## src/rtl/apb_master_bridge_if.sv

```systemverilog
// rtl/apb_master_bridge_if.sv - APB bus bundle between the bridge and its two slaves
//
// Purpose : carries the APB signals for a master driving two slaves
//           that share paddr/pwrite/pwdata/penable and have separate
//           select, ready, error and read-data lines.
// Modports: master - drives psel1/psel2/penable/paddr/pwrite/pwdata,
//                    receives prdata1/2, pready1/2, pslverr1/2
//           slave  - the mirror image, used by slave models
interface apb_master_bridge_if #(
  parameter int AW = 9,
  parameter int DW = 8
);
  logic          psel1;
  logic          psel2;
  logic          penable;
  logic [AW-1:0] paddr;
  logic          pwrite;
  logic [DW-1:0] pwdata;
  logic [DW-1:0] prdata1;
  logic [DW-1:0] prdata2;
  logic          pready1;
  logic          pready2;
  logic          pslverr1;
  logic          pslverr2;

  modport master (
    output psel1, psel2, penable, paddr, pwrite, pwdata,
    input  prdata1, prdata2, pready1, pready2, pslverr1, pslverr2
  );

  modport slave (
    input  psel1, psel2, penable, paddr, pwrite, pwdata,
    output prdata1, prdata2, pready1, pready2, pslverr1, pslverr2
  );
endinterface

```

## src/rtl/apb_master_bridge.sv

```systemverilog
// rtl/apb_master_bridge.sv - APB master FSM bridging a request port to two APB slaves
//
// Purpose : turns each requested transfer into an APB SETUP/ACCESS pair
//           toward slave1 (paddr[AW-1] = 0) or slave2 (paddr[AW-1] = 1),
//           returns read data and completion status, and forces an error
//           completion when the selected slave holds pready low for
//           TIMEOUT ACCESS cycles.
// Ports   : pclk              - clock, rising edge
//           presetn           - synchronous reset, active HIGH
//           transfer          - request strobe (level)
//           read_write        - 1 = read, 0 = write
//           apb_write_paddr   - write address
//           apb_write_data    - write data
//           apb_read_paddr    - read address
//           apb_read_data_out - data of the last completed read
//           transfer_done     - one-cycle pulse per completion
//           pslverr_out       - status of the last completion (1 = error)
//           bus               - APB master side (see apb_master_bridge_if)
module apb_master_bridge #(
  parameter int AW      = 9,
  parameter int DW      = 8,
  parameter int TIMEOUT = 16
) (
  input  logic                    pclk,
  input  logic                    presetn,
  input  logic                    transfer,
  input  logic                    read_write,
  input  logic [AW-1:0]           apb_write_paddr,
  input  logic [DW-1:0]           apb_write_data,
  input  logic [AW-1:0]           apb_read_paddr,
  output logic [DW-1:0]           apb_read_data_out,
  output logic                    transfer_done,
  output logic                    pslverr_out,
  apb_master_bridge_if.master     bus
);

  localparam int CW = (TIMEOUT > 2) ? $clog2(TIMEOUT) : 1;
  localparam logic [CW-1:0] LAST_WAIT = CW'(TIMEOUT - 1);

  typedef enum logic [1:0] {
    IDLE   = 2'd0,
    SETUP  = 2'd1,
    ACCESS = 2'd2
  } state_t;

  state_t        state;
  logic [CW-1:0] wait_cnt;

  logic          psel1_q;
  logic          psel2_q;
  logic          penable_q;
  logic [AW-1:0] paddr_q;
  logic          pwrite_q;
  logic [DW-1:0] pwdata_q;
  logic [DW-1:0] rdata_q;
  logic          done_q;
  logic          err_q;

  logic          sel_ready;
  logic          sel_err;
  logic [DW-1:0] sel_prdata;
  logic [AW-1:0] req_addr;
  logic          complete;
  logic          accept;

  // Only the slave we actually selected may influence completion;
  // psel2_q is stable for the whole ACCESS phase so it is a safe mux select.
  always_comb begin
    sel_ready  = psel2_q ? bus.pready2  : bus.pready1;
    sel_err    = psel2_q ? bus.pslverr2 : bus.pslverr1;
    sel_prdata = psel2_q ? bus.prdata2  : bus.prdata1;
  end

  assign req_addr = read_write ? apb_read_paddr : apb_write_paddr;
  assign complete = (state == ACCESS) && (sel_ready || (wait_cnt == LAST_WAIT));
  // A new request is taken from IDLE or on the completing ACCESS cycle,
  // which gives back-to-back transfers with no IDLE gap.
  assign accept   = transfer && ((state == IDLE) || complete);

  always_ff @(posedge pclk) begin
    if (presetn) begin
      state     <= IDLE;
      wait_cnt  <= '0;
      psel1_q   <= 1'b0;
      psel2_q   <= 1'b0;
      penable_q <= 1'b0;
      paddr_q   <= '0;
      pwrite_q  <= 1'b0;
      pwdata_q  <= '0;
      rdata_q   <= '0;
      done_q    <= 1'b0;
      err_q     <= 1'b0;
    end else begin
      done_q <= 1'b0;

      unique case (state)
        IDLE: begin
          psel1_q   <= 1'b0;
          psel2_q   <= 1'b0;
          penable_q <= 1'b0;
        end

        SETUP: begin
          penable_q <= 1'b1;
          wait_cnt  <= '0;
          state     <= ACCESS;
        end

        ACCESS: begin
          if (complete) begin
            done_q <= 1'b1;
            // A real pready wins over a simultaneous timeout.
            err_q  <= sel_ready ? sel_err : 1'b1;
            if (sel_ready && !pwrite_q) begin
              rdata_q <= sel_prdata;
            end
            state     <= IDLE;
            psel1_q   <= 1'b0;
            psel2_q   <= 1'b0;
            penable_q <= 1'b0;
          end else begin
            wait_cnt <= wait_cnt + CW'(1);
          end
        end

        default: begin
          state <= IDLE;
        end
      endcase

      // Request capture overrides the IDLE/return-to-IDLE assignments above.
      if (accept) begin
        state     <= SETUP;
        pwrite_q  <= ~read_write;
        paddr_q   <= req_addr;
        if (!read_write) begin
          pwdata_q <= apb_write_data;
        end
        psel1_q   <= ~req_addr[AW-1];
        psel2_q   <= req_addr[AW-1];
        penable_q <= 1'b0;
      end
    end
  end

  assign bus.psel1         = psel1_q;
  assign bus.psel2         = psel2_q;
  assign bus.penable       = penable_q;
  assign bus.paddr         = paddr_q;
  assign bus.pwrite        = pwrite_q;
  assign bus.pwdata        = pwdata_q;
  assign apb_read_data_out = rdata_q;
  assign transfer_done     = done_q;
  assign pslverr_out       = err_q;

endmodule

```

## src/flat_wrapper.sv

```systemverilog
// flat-port wrapper written by rule: the top's interface ports become plain ports
module apb_master_bridge_flat 
#(
  parameter int AW      = 9,
  parameter int DW      = 8,
  parameter int TIMEOUT = 16
)
  (pclk, presetn, transfer, read_write, apb_write_paddr, apb_write_data, apb_read_paddr, apb_read_data_out, transfer_done, pslverr_out, bus_psel1, bus_psel2, bus_penable, bus_paddr, bus_pwrite, bus_pwdata, bus_prdata1, bus_prdata2, bus_pready1, bus_pready2, bus_pslverr1, bus_pslverr2);
  apb_master_bridge_if #(.AW(AW), .DW(DW)) bus_i ();
  input  logic pclk;
  input  logic presetn;
  input  logic transfer;
  input  logic read_write;
  input  logic [AW-1:0] apb_write_paddr;
  input  logic [DW-1:0] apb_write_data;
  input  logic [AW-1:0] apb_read_paddr;
  output logic [DW-1:0] apb_read_data_out;
  output logic transfer_done;
  output logic pslverr_out;
  output wire logic [$bits(bus_i.psel1)-1:0] bus_psel1;
  output wire logic [$bits(bus_i.psel2)-1:0] bus_psel2;
  output wire logic [$bits(bus_i.penable)-1:0] bus_penable;
  output wire logic [$bits(bus_i.paddr)-1:0] bus_paddr;
  output wire logic [$bits(bus_i.pwrite)-1:0] bus_pwrite;
  output wire logic [$bits(bus_i.pwdata)-1:0] bus_pwdata;
  input wire logic [$bits(bus_i.prdata1)-1:0] bus_prdata1;
  input wire logic [$bits(bus_i.prdata2)-1:0] bus_prdata2;
  input wire logic [$bits(bus_i.pready1)-1:0] bus_pready1;
  input wire logic [$bits(bus_i.pready2)-1:0] bus_pready2;
  input wire logic [$bits(bus_i.pslverr1)-1:0] bus_pslverr1;
  input wire logic [$bits(bus_i.pslverr2)-1:0] bus_pslverr2;
  assign bus_psel1 = bus_i.psel1;
  assign bus_psel2 = bus_i.psel2;
  assign bus_penable = bus_i.penable;
  assign bus_paddr = bus_i.paddr;
  assign bus_pwrite = bus_i.pwrite;
  assign bus_pwdata = bus_i.pwdata;
  assign bus_i.prdata1 = bus_prdata1;
  assign bus_i.prdata2 = bus_prdata2;
  assign bus_i.pready1 = bus_pready1;
  assign bus_i.pready2 = bus_pready2;
  assign bus_i.pslverr1 = bus_pslverr1;
  assign bus_i.pslverr2 = bus_pslverr2;
  apb_master_bridge #(.AW(AW), .DW(DW), .TIMEOUT(TIMEOUT)) u_core (.pclk(pclk), .presetn(presetn), .transfer(transfer), .read_write(read_write), .apb_write_paddr(apb_write_paddr), .apb_write_data(apb_write_data), .apb_read_paddr(apb_read_paddr), .apb_read_data_out(apb_read_data_out), .transfer_done(transfer_done), .pslverr_out(pslverr_out), .bus(bus_i));
endmodule
```

## config.mk

```make
export PLATFORM = sky130hd
export DESIGN_NAME = apb_master_bridge_flat
export DESIGN_NICKNAME = d
export VERILOG_FILES = /design/src/rtl/apb_master_bridge_if.sv /design/src/rtl/apb_master_bridge.sv /design/src/flat_wrapper.sv
export SDC_FILE = /design/constraint.sdc
export NUM_CORES = 1
export LEC_CHECK = 0
export CAP_MARGIN = 20
export CELL_PAD_IN_SITES_DETAIL_PLACEMENT = 0
export CELL_PAD_IN_SITES_GLOBAL_PLACEMENT = 2
export CORE_ASPECT_RATIO = 1.5
export CORE_MARGIN = 10
export CORE_UTILIZATION = 25
export CTS_CLUSTER_SIZE = 8
export DETAILED_ROUTE_END_ITERATION = 8
export HOLD_SLACK_MARGIN = 0.08
export PLACE_DENSITY = 0.86
export SLEW_MARGIN = 5
export SYNTH_ARGS = -nofsm -noshare
export SYNTH_HDL_FRONTEND = slang
export SYNTH_SLANG_ARGS = --single-unit
```

## constraint.sdc

```tcl
create_clock -name pclk -period 4.9 [get_ports pclk]
set_input_delay 0.98 -clock pclk [delete_from_list [all_inputs] [get_ports pclk]]
set_output_delay 0.98 -clock pclk [all_outputs]
set_load 0.02 [all_outputs]
```

==> impl_metrics.toml <==
[timing]
setup_viol = 0
tightest_slew_ps = 937
fin_skew_ps = 6.05
fin_crit_sh = 0.570
maxSlewHeadroom = 0.372
drv_slew = 0
fmax_mhz = 358
tns_ps = 0
finalHoldViolCount = 0
fin_ws_ps = 2110
rsz0062_at_grt = "no"
post-route-min-period_ps = 2790

[yosys]
synth_warnings = 0
syn_nets = 246
synthArstFlopShare = 0
synth_cells = 195
avgSynthCellArea_um2 = 9.25
ys_types = 36
synth-seq-cells = 37
seq_area_frac_synth = 0.411
synth_edf_count = 0
syn_area_um2 = 1800
synth_flop_cell = "dfxtp_1"

[power]
powerDensity_nw_per_um2 = 257
peakVddDrop_uv = 96.1
leakage_nw = 0.921
power_mw = 0.704

[job]
cap_violations = 0

[worst_hold_path]
min_path_cells = 2
hp-class = "flip-flop to flip-flop"
hold_end = "u_core.bus.paddr[2]$_SDFFE_PP0P_"
worstHoldStart = "u_core.bus.paddr[2]$_SDFFE_PP0P_"

[setup_path]
critPathTopFamily = "flip-flops"
reg2reg_from = "u_core.bus.psel2$_SDFFE_PP0P_"
cp_cell_sequence = "clkdlybuf4s50_1"
startpoint_type = "flip-flop"
r2r_cells = 3
crit_arrival_ps = 1810
r2r_slack_ps = 2410
critPathRequiredTime_ps = 3920
crit_buf_inv = 1
reg2reg_to = "u_core.bus.paddr[2]$_SDFFE_PP0P_"
cpMaxStageDelayCell = "dfxtp_1"
path_max_fanout = 14
path_class = "flip-flop to output port"
cp-end-kind = "output port"
slowest_delay_ps = 780

[run_status]
status = "finished clean"

[final_layout]
layout_commonest_cell = "clkdlybuf4s50_1"
mostFrequentLayoutCells = "80 x clkdlybuf4s50_1, 37 x dfxtp_1, 19 x nand2b_1, 17 x mux2i_1, 16 x a211oi_1"
diodes = 0
fillers = 707
fin_nets = 319
syn_to_final_growth_pct = 52.3
drive_gt1_frac = 0.0560

[floorplanning]
start_util = 0.260
die_width_um = 89.3
pin_count = 81
coreArea_um2 = 6940
die_h_um = 124
std_cell_rows = 37
die_area_um2 = 11100

[route]
routed_via_density = 4.80
drtAntennaViolNets = 0
drtIter0Drc = 79
drt_first_pass_iters = 4
via_count = 1660
drcViolationCount = 0
wl_per_cell_um = 15.7
wl_um = 5440

[clock_network]
post_cts_buffers = 0
worstSkewPairLatency_ps = 290
root_buffer = "clkbuf_8"
cts_tree = "built"
cts_made_buffers = 5
htreeDepth = 2
cts_resized = 0
hold_buffers = 0
clock_path_buffers = 2
clk_pin_slew_ps = 70
cts_sinks = 37

[global_route]
gr-total-overflow = 0
grtUsageMet2 = 0.167
grt_pass1_vias = 1726
grt_pass1_wl_um = 8460
grt_max_degree = 31
gr-usage-met3 = 0.0294
grt.met1_usage = 0.106
grt-busiest-layer = "met2"
grt_antenna_before_repair = 0
grt_usage = 0.0965

[placement]
portBuffers = 80
gp_congestion = 0.753
hpwl_um = 4130
pre_cts_ws_ps = 1850
## registers in the layout (all words and copies together) (netlist names), 2 cells and up
register	flops
u_core.bus.paddr	9
u_core.apb_read_data_out	8
u_core.bus.pwdata	8
u_core.wait_cnt	4
u_core.state	2
## synthesized netlist by cell type (4+ instances only)
| master | instances | area [µm²] |
|---|---|---|
| dfxtp_1 | 37 | 741 |
| nand2b_1 | 19 | 119 |
| mux2i_1 | 17 | 170 |
| a211oi_1 | 16 | 120 |
| inv_1 | 15 | 56.3 |
| nor2b_1 | 13 | 81.3 |
| clkbuf_1 | 12 | 45.0 |
| a221oi_1 | 11 | 96.3 |
| a21oi_1 | 9 | 45.0 |
| nand2_1 | 6 | 22.5 |
| o32ai_1 | 6 | 52.6 |
| nor2_1 | 4 | 15.0 |
## power breakdown
group / switching, mW / internal, mW
combinational: 0.0689 / 0.0868
clock: 0.106 / 0.111
sequential: 0.0142 / 0.317
## kinds of logic (layout without fill, tap and decap cells)
group / Yosys count / after routing / synth area share
adder cells (fa/ha/maj): 1 / 1 / 0.00694
buffers and inverters: 30 / 103 / 0.0631
multiplexers: 19 / 19 / 0.107
AO/OA/AOI/OAI: 51 / 51 / 0.221
AND/OR/NAND/NOR: 57 / 57 / 0.191
flip-flops: 37 / 37 / 0.411
## layer usage
| metal | wire, µm | part of all wire | vias up |
|---|---|---|---|
| li1 | - | - | 857 |
| met1 | 2170 | 0.40 | 755 |
| met2 | 2850 | 0.52 | 41 |
| met3 | 342 | 0.063 | 7 |
| met4 | 82 | 0.015 | 0 |
| met5 | 0 | 0 | - |
## area by class of cell
type                    instances  area (µm²)  area share
multi-input cells             128         953       0.347
flip-flops and latches         37         741       0.270
clock inverters                 1        7.51     0.00273
well taps                      78        97.6      0.0355
inverters                      15        56.3      0.0205
clock buffers                   6        82.6      0.0301
repair buffers                 81         808       0.294
## worst max path at each step
stage | start | end | slack [ps] | cells past startpoint
after floorplan | bus_pready2 | u_core.bus.paddr[1]$_SDFFE_PP0P_ | 2820 | 4
after global placement | bus_pready2 | u_core.bus.paddr[3]$_SDFFE_PP0P_ | 1920 | 4
after detailed placement | bus_pready1 | u_core.bus.paddr[2]$_SDFFE_PP0P_ | 1850 | 4
after CTS | u_core.bus.psel2$_SDFFE_PP0P_ | bus_psel2 | 2070 | 1
after global routing | bus_pready1 | u_core.bus.paddr[5]$_SDFFE_PP0P_ | 2020 | 4
final | u_core.bus.psel2$_SDFFE_PP0P_ | bus_psel2 | 2110 | 1
## per-stage QoR
stage | util | instances | instance area [µm²] | hold WS [ps]
after floorplan | - | 195 | 1800 | 480
after global placement | 0.383 | 339 | 2660 | 457
after detailed placement | 0.383 | 339 | 2660 | 463
after CTS | 0.395 | 346 | 2750 | 475
after global routing | 0.395 | 346 | 2750 | 495
final | 0.395 | 346 | 2750 | 471
## worst register-to-register path, cell delays in order, from the launching register on
cell and delay, ps:
dfxtp_1 780, mux2_2 550, o31ai_2 790, a221oi_1 210
No activity file was read; power rests on OpenSTA's default activity.
==> RTL change 1: new RTL, same settings <==
Make the reset (`presetn`) asynchronous in one clocked block. Comments in the files are not updated.
--- a/src/rtl/apb_master_bridge.sv
+++ b/src/rtl/apb_master_bridge.sv
@@ -79,3 +79,3 @@
 
-  always_ff @(posedge pclk) begin
+  always_ff @(posedge pclk or posedge presetn) begin
     if (presetn) begin
Check against the original RTL: differs if presetn is asserted again (counterexample within 4 cycles, from zero or initial values and one cycle with presetn high); with presetn held inactive, the same outputs for 10 cycles.
==> RTL change 1 against the unedited design <==
First-iteration DRC count decreased by 61%; area after synthesis decreased by 2.6%; register-to-register slack improved by 0.13 ns; design area shrank 0.27%; routed wire length fell by 12%; worst setup slack better by 0.10 ns; worst hold slack gained 0.036 ns; sequential cell count is the same; critical path depth is the same.
Power is not compared: it rests on default switching activity, and its combinational part moved more than twofold at a synthesized area within 25%.
==> RTL change 1: results <==
metrics = {
    "detailed_routing": {
        "vias": 1357,
        "wl_per_cell_um": 16.59,
        "drtIter0Drc": 31,
    },
    "global_route": {
        "grt_pass1_vias": 1460,
        "grt_max_degree": 21,
        "grtUsageTotal_pct": 8.975,
        "grt_first_pass_wirelength_mm": 7.617,
    },
    "worst_setup_path": {
        "max_stage_delay_ns": 0.72,
        "ff2ff_setup_slack_ns": 2.54,
        "r2r_start": "u_core.bus.psel2",
        "startpoint": "u_core.bus.psel2",
        "rr_worst_depth": 4,
        "arrival_ns": 1.71,
    },
    "synthesis": {
        "ys_seq_area_share_pct": 52.74,
        "syn-num-nets": 179,
        "synth_common_cells": "mux2_2, dfrtp_1, inv_1",
        "synthesis.instances": 128,
        "synthFlopType": "dfrtp_1",
        "synth_cell_types": 30,
    },
    "place": {
        "dp.cells": 281,
        "globalplace.congestion": 0.7461,
        "post-dp-hpwl_mm": 3.780,
    },
    "status": {
        "status": "complete, no violations",
    },
    "min_path": {
        "min-delay-start": "u_core.bus.paddr[5]",
        "hold_path_end": "u_core.bus.paddr[5]",
        "worstHoldPathCells": 1,
    },
    "layout": {
        "nets": 262,
        "drive_above_1_share_pct": 27.36,
        "instances_no_fill": 290,
    },
    "sta": {
        "max_slew_margin_pct": 47.03,
        "skew_ns": 0.006684,
    },
}
[RTL change 1: worst max path at each step]
stage	endpoint	slack (ns)	cells past startpoint
2_1_floorplan	u_core.bus.paddr[0]	2.82	5
6_report	bus_psel2	2.21	1
4_1_cts	u_core.bus.paddr[6]	1.98	4
3_5_place_dp	u_core.bus.paddr[4]	1.67	4
5_1_grt	u_core.bus.paddr[1]	2.02	5
3_3_place_gp	u_core.bus.paddr[3]	1.74	4
[RTL change 1: area by class of cell]
| class | instances | area, um2 |
|---|---|---|
| clock inverter | 1 | 5.005 |
| timing repair buffer | 82 | 815.8 |
| inverter | 5 | 18.77 |
| tap | 78 | 97.59 |
| clock buffer | 7 | 96.34 |
| multi-input combinational | 80 | 779.5 |
| sequential | 37 | 925.9 |
| fill | 683 | 4113 |
[RTL change 1: metrics by stage]
step	power [W]	hold WS [ns]	setup WS (ns)	utilization [%]	instance area (um2)
final	0.001423	0.5069	2.207	39.97	2739
after global routing	0.001514	0.5209	2.017	39.97	2739
after CTS	0.001448	0.5120	1.979	39.86	2731
after detailed placement	0.001205	0.4942	1.668	38.39	2630
after global placement	0.001197	0.4891	1.743	38.39	2630
after floorplan	0.0008723	0.4920	2.816	-	1755
[RTL change 1: routing by layer]
layer | routed length, um | global-route usage (%)
met5 | 0 | 0
met4 | 51 | 2.434
met3 | 375 | 3.846
met2 | 2527 | 15.40
met1 | 1857 | 9.841
[RTL change 1: worst register-to-register path, delay by kind of cell, from the launching register on]
family	cells	cell delay, ns
buf+inv	1	0.26
mux	2	0.96
compound gates	1	0.33
flops	1	0.70
[RTL change 1: report_power, final]
part           total (W)  leakage [nW]  switching, W  internal, W
registers       0.000521         0.447     0.0000918     0.000429
clock network   0.000238        0.0542      0.000111     0.000127
logic           0.000664         0.608      0.000300     0.000364
[RTL change 1: cells by family (layout without fill, tap and decap cells)]
| family | Yosys count | after routing | synth area share, % |
|---|---|---|---|
| flops | 37 | 37 | 52.74 |
| simple gates | 14 | 14 | 5.346 |
| buf+inv | 11 | 95 | 2.851 |
| mux | 45 | 45 | 28.94 |
| compound gates | 20 | 20 | 9.409 |
| fa+ha+maj | 1 | 1 | 0.7126 |
==> RTL change 2: new RTL, config.mk and constraints unchanged <==
Made on the original files. `AW` is set to 9 in 3 places; all go to 11.
--- a/src/rtl/apb_master_bridge_if.sv
+++ b/src/rtl/apb_master_bridge_if.sv
@@ -9,3 +9,3 @@
 interface apb_master_bridge_if #(
-  parameter int AW = 9,
+  parameter int AW = 11,
   parameter int DW = 8
--- a/src/rtl/apb_master_bridge.sv
+++ b/src/rtl/apb_master_bridge.sv
@@ -19,3 +19,3 @@
 module apb_master_bridge #(
-  parameter int AW      = 9,
+  parameter int AW      = 11,
   parameter int DW      = 8,
--- a/src/flat_wrapper.sv
+++ b/src/flat_wrapper.sv
@@ -3,3 +3,3 @@
 #(
-  parameter int AW      = 9,
+  parameter int AW      = 11,
   parameter int DW      = 8,
Ports: changed (resized apb_read_paddr, apb_write_paddr and bus_paddr); port bits go from 81 to 87. No check against the original RTL was run, so the function may have changed too.
==> RTL change 2 against the unedited design <==
Design area is 6.2% higher; routed wire length rose by 12%; area after synthesis rose by 5.6%; sequential cell count is 2 higher; worst setup slack worse by 0.022 ns; combinational power increased by 9%; clock skew shrank 0.0016 ns; cell count grew 12%; power grew 4.6%; global-route usage grew 0.54 points.
==> RTL change 2: results <==
metrics = {
    "status": {
        "status": "complete, no violations",
    },
    "power_and_ir_drop": {
        "irDropWorstVdd_v": 0.0001202,
        "power_frac_clock_pct": 29.5,
        "sequentialPowerShare_pct": 47.4,
        "power_density_mw_per_mm2": 252.6,
        "p_int_w": 0.0005280,
        "leakage_nw": 0.9798,
    },
    "layout": {
        "regArea_um2": 780.7,
        "multi_input_cells": 134,
        "buffer_area_share_pct": 29.76,
        "drive_above_1_share_pct": 4.895,
        "largest_reg_flops": 11,
    },
    "global_route": {
        "grt_first_pass_wirelength_mm": 9.508,
        "grtUsageTotal_pct": 10.19,
        "grtUsageMet2_pct": 18.47,
        "use_met1_pct": 11.11,
        "met3_usage_pct": 2.243,
    },
    "detailed_routing": {
        "totalWireLength_mm": 6.080,
        "wl_met3_um": 224,
        "wl_met1_mm": 2.503,
    },
    "clock_tree": {
        "cts_sinks": 39,
    },
    "synthesis": {
        "postSynthAreaPerCell_um2": 9.194,
        "synth_cell_types": 34,
        "synthTopCellsByArea": "dfxtp_1, mux2i_1, a211oi_1",
    },
    "worst_setup_path": {
        "ff2ff_setup_slack_ns": 2.32,
        "reg2reg_to": "u_core.bus.paddr[6]",
    },
    "place": {
        "dp.cells": 378,
    },
    "sta": {
        "skew_ns": 0.004473,
    },
}
## RTL change 2: changes by cell type after synthesis, moves of 2 or more
cell and delta:
inv_1 +3, a211oi_1 +2, a221oi_1 +2, buf_2 +2, dfxtp_1 +2, nor2b_1 +2
## RTL change 2: worst reg2reg max path, cell delays in order, from the launching register on
cell and delay, ns:
dfxtp_1 0.79, mux2_2 0.54, o31ai_2 0.85, a221oi_1 0.24
## RTL change 2: logic make-up after synthesis
kind of cell               Yosys count  synth area share (%)
and+or+nand+nor                     59                 18.54
AOI/OAI and AO/OA                   55                 22.75
DFF                                 39                 41.03
buffers and inverters               34                 6.903
muxes                               19                 10.12
adders and majority gates            1                0.6574
## RTL change 2: metrics by stage
step / util [%] / area [um2] / hold WS [ns]
floorplan: - / 1903 / 0.4800
global placement: 38.69 / 2833 / 0.4561
detailed placement: 38.69 / 2833 / 0.4582
CTS: 39.85 / 2918 / 0.4705
global route: 39.85 / 2918 / 0.4882
finish: 39.85 / 2918 / 0.4681
